$ cat src/rtl/emmc_init_seq.sv
// eMMC card initialisation sequencer: CMD0 -> CMD1 (OCR poll) -> CMD2 -> CMD3 -> CMD7.
// Drives command requests to the socket and consumes its response/timeout pulses.
module emmc_init_seq #(
    parameter int          CMD1_RETRY_MAX = 1000,
    parameter logic [15:0] RCA            = 16'h0001,
    parameter logic [31:0] OCR_ARG        = 32'h40FF8080,
    parameter int          CMD0_WAIT      = 64,
    parameter int          GAP_CYCLES     = 8
) (
    input  logic        mclk,
    input  logic        rstn,
    input  logic        start,
    output logic        send_cmd,
    output logic [5:0]  cmd_index,
    output logic [31:0] cmd_argument,
    input  logic        resp_valid,
    input  logic        resp_timeout,
    input  logic [31:0] resp_arg,
    output logic        busy,
    output logic        init_done,
    output logic        init_fail,
    output logic [2:0]  fail_code,
    output logic [15:0] rca_o
);

    localparam int CNT_MAX = (CMD0_WAIT > GAP_CYCLES) ? CMD0_WAIT : GAP_CYCLES;
    localparam int CW      = $clog2(CNT_MAX + 1);
    localparam int RW      = $clog2(CMD1_RETRY_MAX + 1);
    localparam logic [CW-1:0] C0_LOAD    = CW'(CMD0_WAIT - 1);
    localparam logic [CW-1:0] GAP_LOAD   = CW'(GAP_CYCLES - 1);
    localparam logic [RW-1:0] RETRY_LAST = RW'(CMD1_RETRY_MAX - 1);

    typedef enum logic [3:0] {
        S_IDLE    = 4'd0,
        S_C0_SEND = 4'd1,
        S_C0_WAIT = 4'd2,
        S_C1_SEND = 4'd3,
        S_C1_WAIT = 4'd4,
        S_C1_GAP  = 4'd5,
        S_C2_SEND = 4'd6,
        S_C2_WAIT = 4'd7,
        S_C3_SEND = 4'd8,
        S_C3_WAIT = 4'd9,
        S_C7_SEND = 4'd10,
        S_C7_WAIT = 4'd11,
        S_GAP     = 4'd12,
        S_DONE    = 4'd13,
        S_FAIL    = 4'd14
    } state_t;

    state_t          r_state;
    state_t          r_gap_next;
    logic [CW-1:0]   r_cnt;
    logic [RW-1:0]   r_retry;
    logic            r_send_cmd;
    logic [5:0]      r_cmd_index;
    logic [31:0]     r_cmd_arg;
    logic            r_busy;
    logic            r_init_done;
    logic            r_init_fail;
    logic [2:0]      r_fail_code;
    logic [15:0]     r_rca;
    logic            w_unused_arg;

    // Only the OCR busy bit of the response is of interest here
    assign w_unused_arg = ^resp_arg[30:0];

    function automatic logic [5:0] f_cmd_index(input state_t s);
        case (s)
            S_C0_SEND: f_cmd_index = 6'd0;
            S_C1_SEND: f_cmd_index = 6'd1;
            S_C2_SEND: f_cmd_index = 6'd2;
            S_C3_SEND: f_cmd_index = 6'd3;
            S_C7_SEND: f_cmd_index = 6'd7;
            default:   f_cmd_index = 6'd0;
        endcase
    endfunction

    function automatic logic [31:0] f_cmd_arg(input state_t s);
        case (s)
            S_C1_SEND: f_cmd_arg = OCR_ARG;
            S_C3_SEND: f_cmd_arg = {RCA, 16'h0000};
            S_C7_SEND: f_cmd_arg = {RCA, 16'h0000};
            default:   f_cmd_arg = 32'h0000_0000;
        endcase
    endfunction

    // Sequencer FSM; every output is loaded on the edge that enters the state it belongs to
    always_ff @(posedge mclk or negedge rstn) begin
        if (!rstn) begin
            r_state     <= S_IDLE;
            r_gap_next  <= S_IDLE;
            r_cnt       <= '0;
            r_retry     <= '0;
            r_send_cmd  <= 1'b0;
            r_cmd_index <= 6'd0;
            r_cmd_arg   <= 32'h0000_0000;
            r_busy      <= 1'b0;
            r_init_done <= 1'b0;
            r_init_fail <= 1'b0;
            r_fail_code <= 3'd0;
            r_rca       <= 16'h0000;
        end else begin
            r_send_cmd <= 1'b0;
            case (r_state)
                S_IDLE, S_DONE, S_FAIL: begin
                    if (start) begin
                        r_state     <= S_C0_SEND;
                        r_send_cmd  <= 1'b1;
                        r_cmd_index <= f_cmd_index(S_C0_SEND);
                        r_cmd_arg   <= f_cmd_arg(S_C0_SEND);
                        r_busy      <= 1'b1;
                        r_init_done <= 1'b0;
                        r_init_fail <= 1'b0;
                        r_fail_code <= 3'd0;
                        r_retry     <= '0;
                        r_rca       <= 16'h0000;
                    end
                end
                S_C0_SEND: begin
                    r_state <= S_C0_WAIT;
                    r_cnt   <= C0_LOAD;
                end
                S_C0_WAIT: begin
                    if (r_cnt == '0) begin
                        r_state     <= S_C1_SEND;
                        r_send_cmd  <= 1'b1;
                        r_cmd_index <= f_cmd_index(S_C1_SEND);
                        r_cmd_arg   <= f_cmd_arg(S_C1_SEND);
                    end else begin
                        r_cnt <= r_cnt - CW'(1);
                    end
                end
                S_C1_SEND: r_state <= S_C1_WAIT;
                S_C1_WAIT: begin
                    if (resp_timeout) begin
                        r_state     <= S_FAIL;
                        r_busy      <= 1'b0;
                        r_init_fail <= 1'b1;
                        r_fail_code <= 3'd2;
                    end else if (resp_valid) begin
                        if (resp_arg[31]) begin
                            r_state    <= S_GAP;
                            r_gap_next <= S_C2_SEND;
                            r_cnt      <= GAP_LOAD;
                        end else if (r_retry == RETRY_LAST) begin
                            // Counter stops at the limit, so it can never wrap
                            r_retry     <= r_retry + RW'(1);
                            r_state     <= S_FAIL;
                            r_busy      <= 1'b0;
                            r_init_fail <= 1'b1;
                            r_fail_code <= 3'd1;
                        end else begin
                            r_retry <= r_retry + RW'(1);
                            r_state <= S_C1_GAP;
                            r_cnt   <= GAP_LOAD;
                        end
                    end
                end
                S_C1_GAP: begin
                    if (r_cnt == '0) begin
                        r_state     <= S_C1_SEND;
                        r_send_cmd  <= 1'b1;
                        r_cmd_index <= f_cmd_index(S_C1_SEND);
                        r_cmd_arg   <= f_cmd_arg(S_C1_SEND);
                    end else begin
                        r_cnt <= r_cnt - CW'(1);
                    end
                end
                S_C2_SEND: r_state <= S_C2_WAIT;
                S_C2_WAIT: begin
                    if (resp_timeout) begin
                        r_state     <= S_FAIL;
                        r_busy      <= 1'b0;
                        r_init_fail <= 1'b1;
                        r_fail_code <= 3'd3;
                    end else if (resp_valid) begin
                        r_state    <= S_GAP;
                        r_gap_next <= S_C3_SEND;
                        r_cnt      <= GAP_LOAD;
                    end
                end
                S_C3_SEND: r_state <= S_C3_WAIT;
                S_C3_WAIT: begin
                    if (resp_timeout) begin
                        r_state     <= S_FAIL;
                        r_busy      <= 1'b0;
                        r_init_fail <= 1'b1;
                        r_fail_code <= 3'd4;
                    end else if (resp_valid) begin
                        r_state    <= S_GAP;
                        r_gap_next <= S_C7_SEND;
                        r_cnt      <= GAP_LOAD;
                    end
                end
                S_C7_SEND: r_state <= S_C7_WAIT;
                S_C7_WAIT: begin
                    if (resp_timeout) begin
                        r_state     <= S_FAIL;
                        r_busy      <= 1'b0;
                        r_init_fail <= 1'b1;
                        r_fail_code <= 3'd5;
                    end else if (resp_valid) begin
                        r_state     <= S_DONE;
                        r_busy      <= 1'b0;
                        r_init_done <= 1'b1;
                        r_rca       <= RCA;
                    end
                end
                S_GAP: begin
                    if (r_cnt == '0) begin
                        r_state     <= r_gap_next;
                        r_send_cmd  <= 1'b1;
                        r_cmd_index <= f_cmd_index(r_gap_next);
                        r_cmd_arg   <= f_cmd_arg(r_gap_next);
                    end else begin
                        r_cnt <= r_cnt - CW'(1);
                    end
                end
                default: begin
                    r_state <= S_IDLE;
                    r_busy  <= 1'b0;
                end
            endcase
        end
    end

    assign send_cmd     = r_send_cmd;
    assign cmd_index    = r_cmd_index;
    assign cmd_argument = r_cmd_arg;
    assign busy         = r_busy;
    assign init_done    = r_init_done;
    assign init_fail    = r_init_fail;
    assign fail_code    = r_fail_code;
    assign rca_o        = r_rca;

endmodule

$ cat config.mk
export PLATFORM = sky130hd
export DESIGN_NAME = emmc_init_seq
export DESIGN_NICKNAME = d
export VERILOG_FILES = /design/src/rtl/emmc_init_seq.sv
export SDC_FILE = /design/constraint.sdc
export NUM_CORES = 1
export LEC_CHECK = 0
export CAP_MARGIN = 20
export CORE_MARGIN = 2
export CORE_UTILIZATION = 45
export CTS_CLUSTER_DIAMETER = 30
export CTS_CLUSTER_SIZE = 10
export DETAILED_ROUTE_END_ITERATION = 8
export PLACE_DENSITY = 0.89
export SLEW_MARGIN = 25
export SYNTH_ARGS = -nofsm -noshare
export SYNTH_HDL_FRONTEND = slang
export SYNTH_SLANG_ARGS = --single-unit
$ cat constraint.sdc
create_clock -name mclk -period 2.8 [get_ports mclk]
set_clock_uncertainty 0.2 [all_clocks]
set_input_delay 0.28 -clock mclk [delete_from_list [all_inputs] [get_ports mclk]]
set_output_delay 0.28 -clock mclk [all_outputs]
set_load 0.01 [all_outputs]
==> impl_metrics.toml <==
[worst_setup_path]
cp.arrival_ns = 2.60
end_kind = "flip-flop"
critPathLaunchType = "flip-flop"
r2r_cells = 4
setup.reg_to_reg.worst_slack_ns = 0.17
timing.rr.start = "r_state[1]"
cp.required_ns = 2.77
crit_slowest_cell = "dfrtp_1"
cpPeakStageDelay_ns = 0.75
critical_path_class = "flip-flop to flip-flop"
crit_chain = "nand2b_1, o311ai_1, nand3_2, a222oi_1"
worstReg2RegEnd = "r_cnt[5]"
cp_max_fo = 18

[die]
die-height_um = 80.47
die_area_um2 = 6475
core_um2 = 5574
die_w_um = 80.47
start_util_pct = 47.21
io_pins = 98
rows = 27

[timing]
grt_setup_unrepaired = "false"
tightest_slew_ns = 0.6311
hold_viol = 0
clock.fmax_mhz = 380.2
maxSlewViolCount = 0
fin_tns_setup_ns = 0
setup_viol = 0
max-slew-margin-rel_pct = 57.93
min_period_ns = 2.630
min_period_over_period_pct = 93.94

[grt]
use_met3_pct = 2.809
met1_usage_pct = 23.35
grt_usage_pct = 17.73
grt_busiest_layer = "met2"
grt_pass1_wl_mm = 9.080
grt_max_degree = 36
antenna_found_initial = 0
grt-ovfl-total = 0
grt_pass1_vias = 1999
grt_util_met2_pct = 28.33

[logic_synthesis]
synth_flop_cell = "dfrtp_1"
synth_edf_count = 0
syn_area_um2 = 2631
synth.avg_cell_area_um2 = 8.543
synth_cell_types = 59
synth_cells = 308
synth-seq-cells = 35
synthArstFlopShare_pct = 100.0
ys_warn_count = 0
ys_seq_area_share_pct = 33.29

[final_layout]
fill_cells = 496
multi_input_area_um2 = 1389
stdcell_count = 404
fin_util_pct = 52.30
seq_area_um2 = 875.8
n_antenna_cell = 0
drive_above_1_share_pct = 11.45
syn_to_final_growth_pct = 10.79
nets = 370

[power_and_ir_drop]
p_per_area_nw_per_um2 = 1093
peakVddDrop_mv = 0.4611
leakage_uw = 0.001260

[run_status]
outcome = "complete, no violations"

[place]
port_buffers = 27
hpwl_mm = 4.071
placedCellCount = 396
gp_congestion = 0.9702

[clocking]
cts-resized-gates = 0
cts_buffers = 5
cts_buffer_depth = 2
clkTransAtPathRegs_ns = 0.07
postCtsSetupBuffers = 0
worstSkewPairLatency_ns = 0.29
clock-sinks = 35
htreeDepth = 2
root_buffer = "clkbuf_8"
cts_tree = "built"
ctsHoldBuffers = 0

[route]
drc = 0
wire_per_inst_um = 13.78
antenna_left = 0
drt_iter0_markers = 191
vias = 2254
vias_per_cell = 5.579
routed_wl_mm = 5.568
firstDrtPassIters = 5

[hold_path]
hold_class = "input pin to async pin"

[flow_run]
maxCapViolCount = 0
[Yosys cell counts, types with 6 or more instances]
library cell	number	area share, %
or4_1	6	1.7
nor2_1	12	1.7
dfrtp_1	35	33
buf_4	50	14
o21ai_0	17	3.2
nand2b_1	7	1.7
o31ai_1	8	2.3
inv_1	12	1.7
a31oi_1	7	1.7
a21oi_1	21	4.0
nand2_1	27	3.9
nand3_1	9	1.7
[kinds of logic after synthesis]
logic type,share of synthesized area (%)
AND/OR/NAND/NOR,21.02
adder cells (fa/ha/maj),0.9509
other,0.1425
AO/OA/AOI/OAI,22.25
buffers and inverters,19.35
flip-flops,33.29
multiplexers,1.712
XOR/XNOR,1.284
[worst max-delay path, delay by kind of cell, from the launching register on]
family             cells  cell delay [ns]
AOI/OAI and AO/OA      2             0.98
DFF                    1             0.75
and+or+nand+nor        2             0.58
[area by class of cell]
type / instances / area share, %
Inverter: 12 / 1.545
Clock inverter: 2 / 2.060
Tap cell: 72 / 3.090
Sequential cell: 35 / 30.04
Multi-Input combinational cell: 235 / 47.64
Clock buffer: 6 / 2.489
Timing Repair Buffer: 42 / 13.13
[flip-flops by register name, summed over array words and instances (netlist names), 2 cells and up]
register and flops:
cmd_argument 2, fail_code 3, r_retry 10, r_state 4
cmd_index 2, r_cnt 7, r_gap_next 3
[routing by layer]
layer	vias to the layer above	share of wire (%)
met2	126	47
met1	1048	44
li1	1067	-
met4	0	2.7
met5	-	0
met3	13	6.8
[how the worst max path moves through the flow]
stage	slack [ns]	startpoint	end
after floorplan	0.62	r_state[0]	r_cnt[1]
after detailed placement	0.26	r_state[1]	r_cnt[5]
after global placement	0.33	r_state[1]	r_cnt[5]
after CTS	0.24	r_state[1]	r_cnt[5]
final	0.17	r_state[1]	r_cnt[5]
after global routing	0.04	r_state[1]	r_cnt[5]
[layout by cell type (no fill, tap or decap), types with 6 or more instances in the layout]
cell type | synthesis | layout
a21oi_1 | 21 | 21
a31oi_1 | 7 | 7
buf_4 | 50 | 15
clkdlybuf4s50_1 | 0 | 27
conb_1 | 1 | 39
dfrtp_1 | 35 | 35
inv_1 | 12 | 12
nand2_1 | 27 | 27
nand2b_1 | 7 | 7
nand3_1 | 9 | 9
nor2_1 | 12 | 12
o21ai_0 | 17 | 17
o31ai_1 | 8 | 8
or4_1 | 6 | 6
[report_power, final]
group / switching (µW) / leakage (µW) / internal, µW / total, µW
clock: 176 / 0.0000654 / 356 / 531
combinational: 914 / 0.000757 / 786 / 1700
sequential: 266 / 0.000438 / 689 / 955
[metrics by stage]
stage	hold slack (ns)	setup slack, ns	total power (µW)	area [µm²]
6_report	0.2247	0.1696	3186	2915
2_1_floorplan	-0.2156	0.6193	2186	2774
4_1_cts	0.2397	0.2441	3168	2915
3_3_place_gp	0.2676	0.3326	2562	2783
5_1_grt	0.2684	0.04222	3421	2915
3_5_place_dp	0.2801	0.2636	2620	2783
Power figures use the tool's default switching activity.
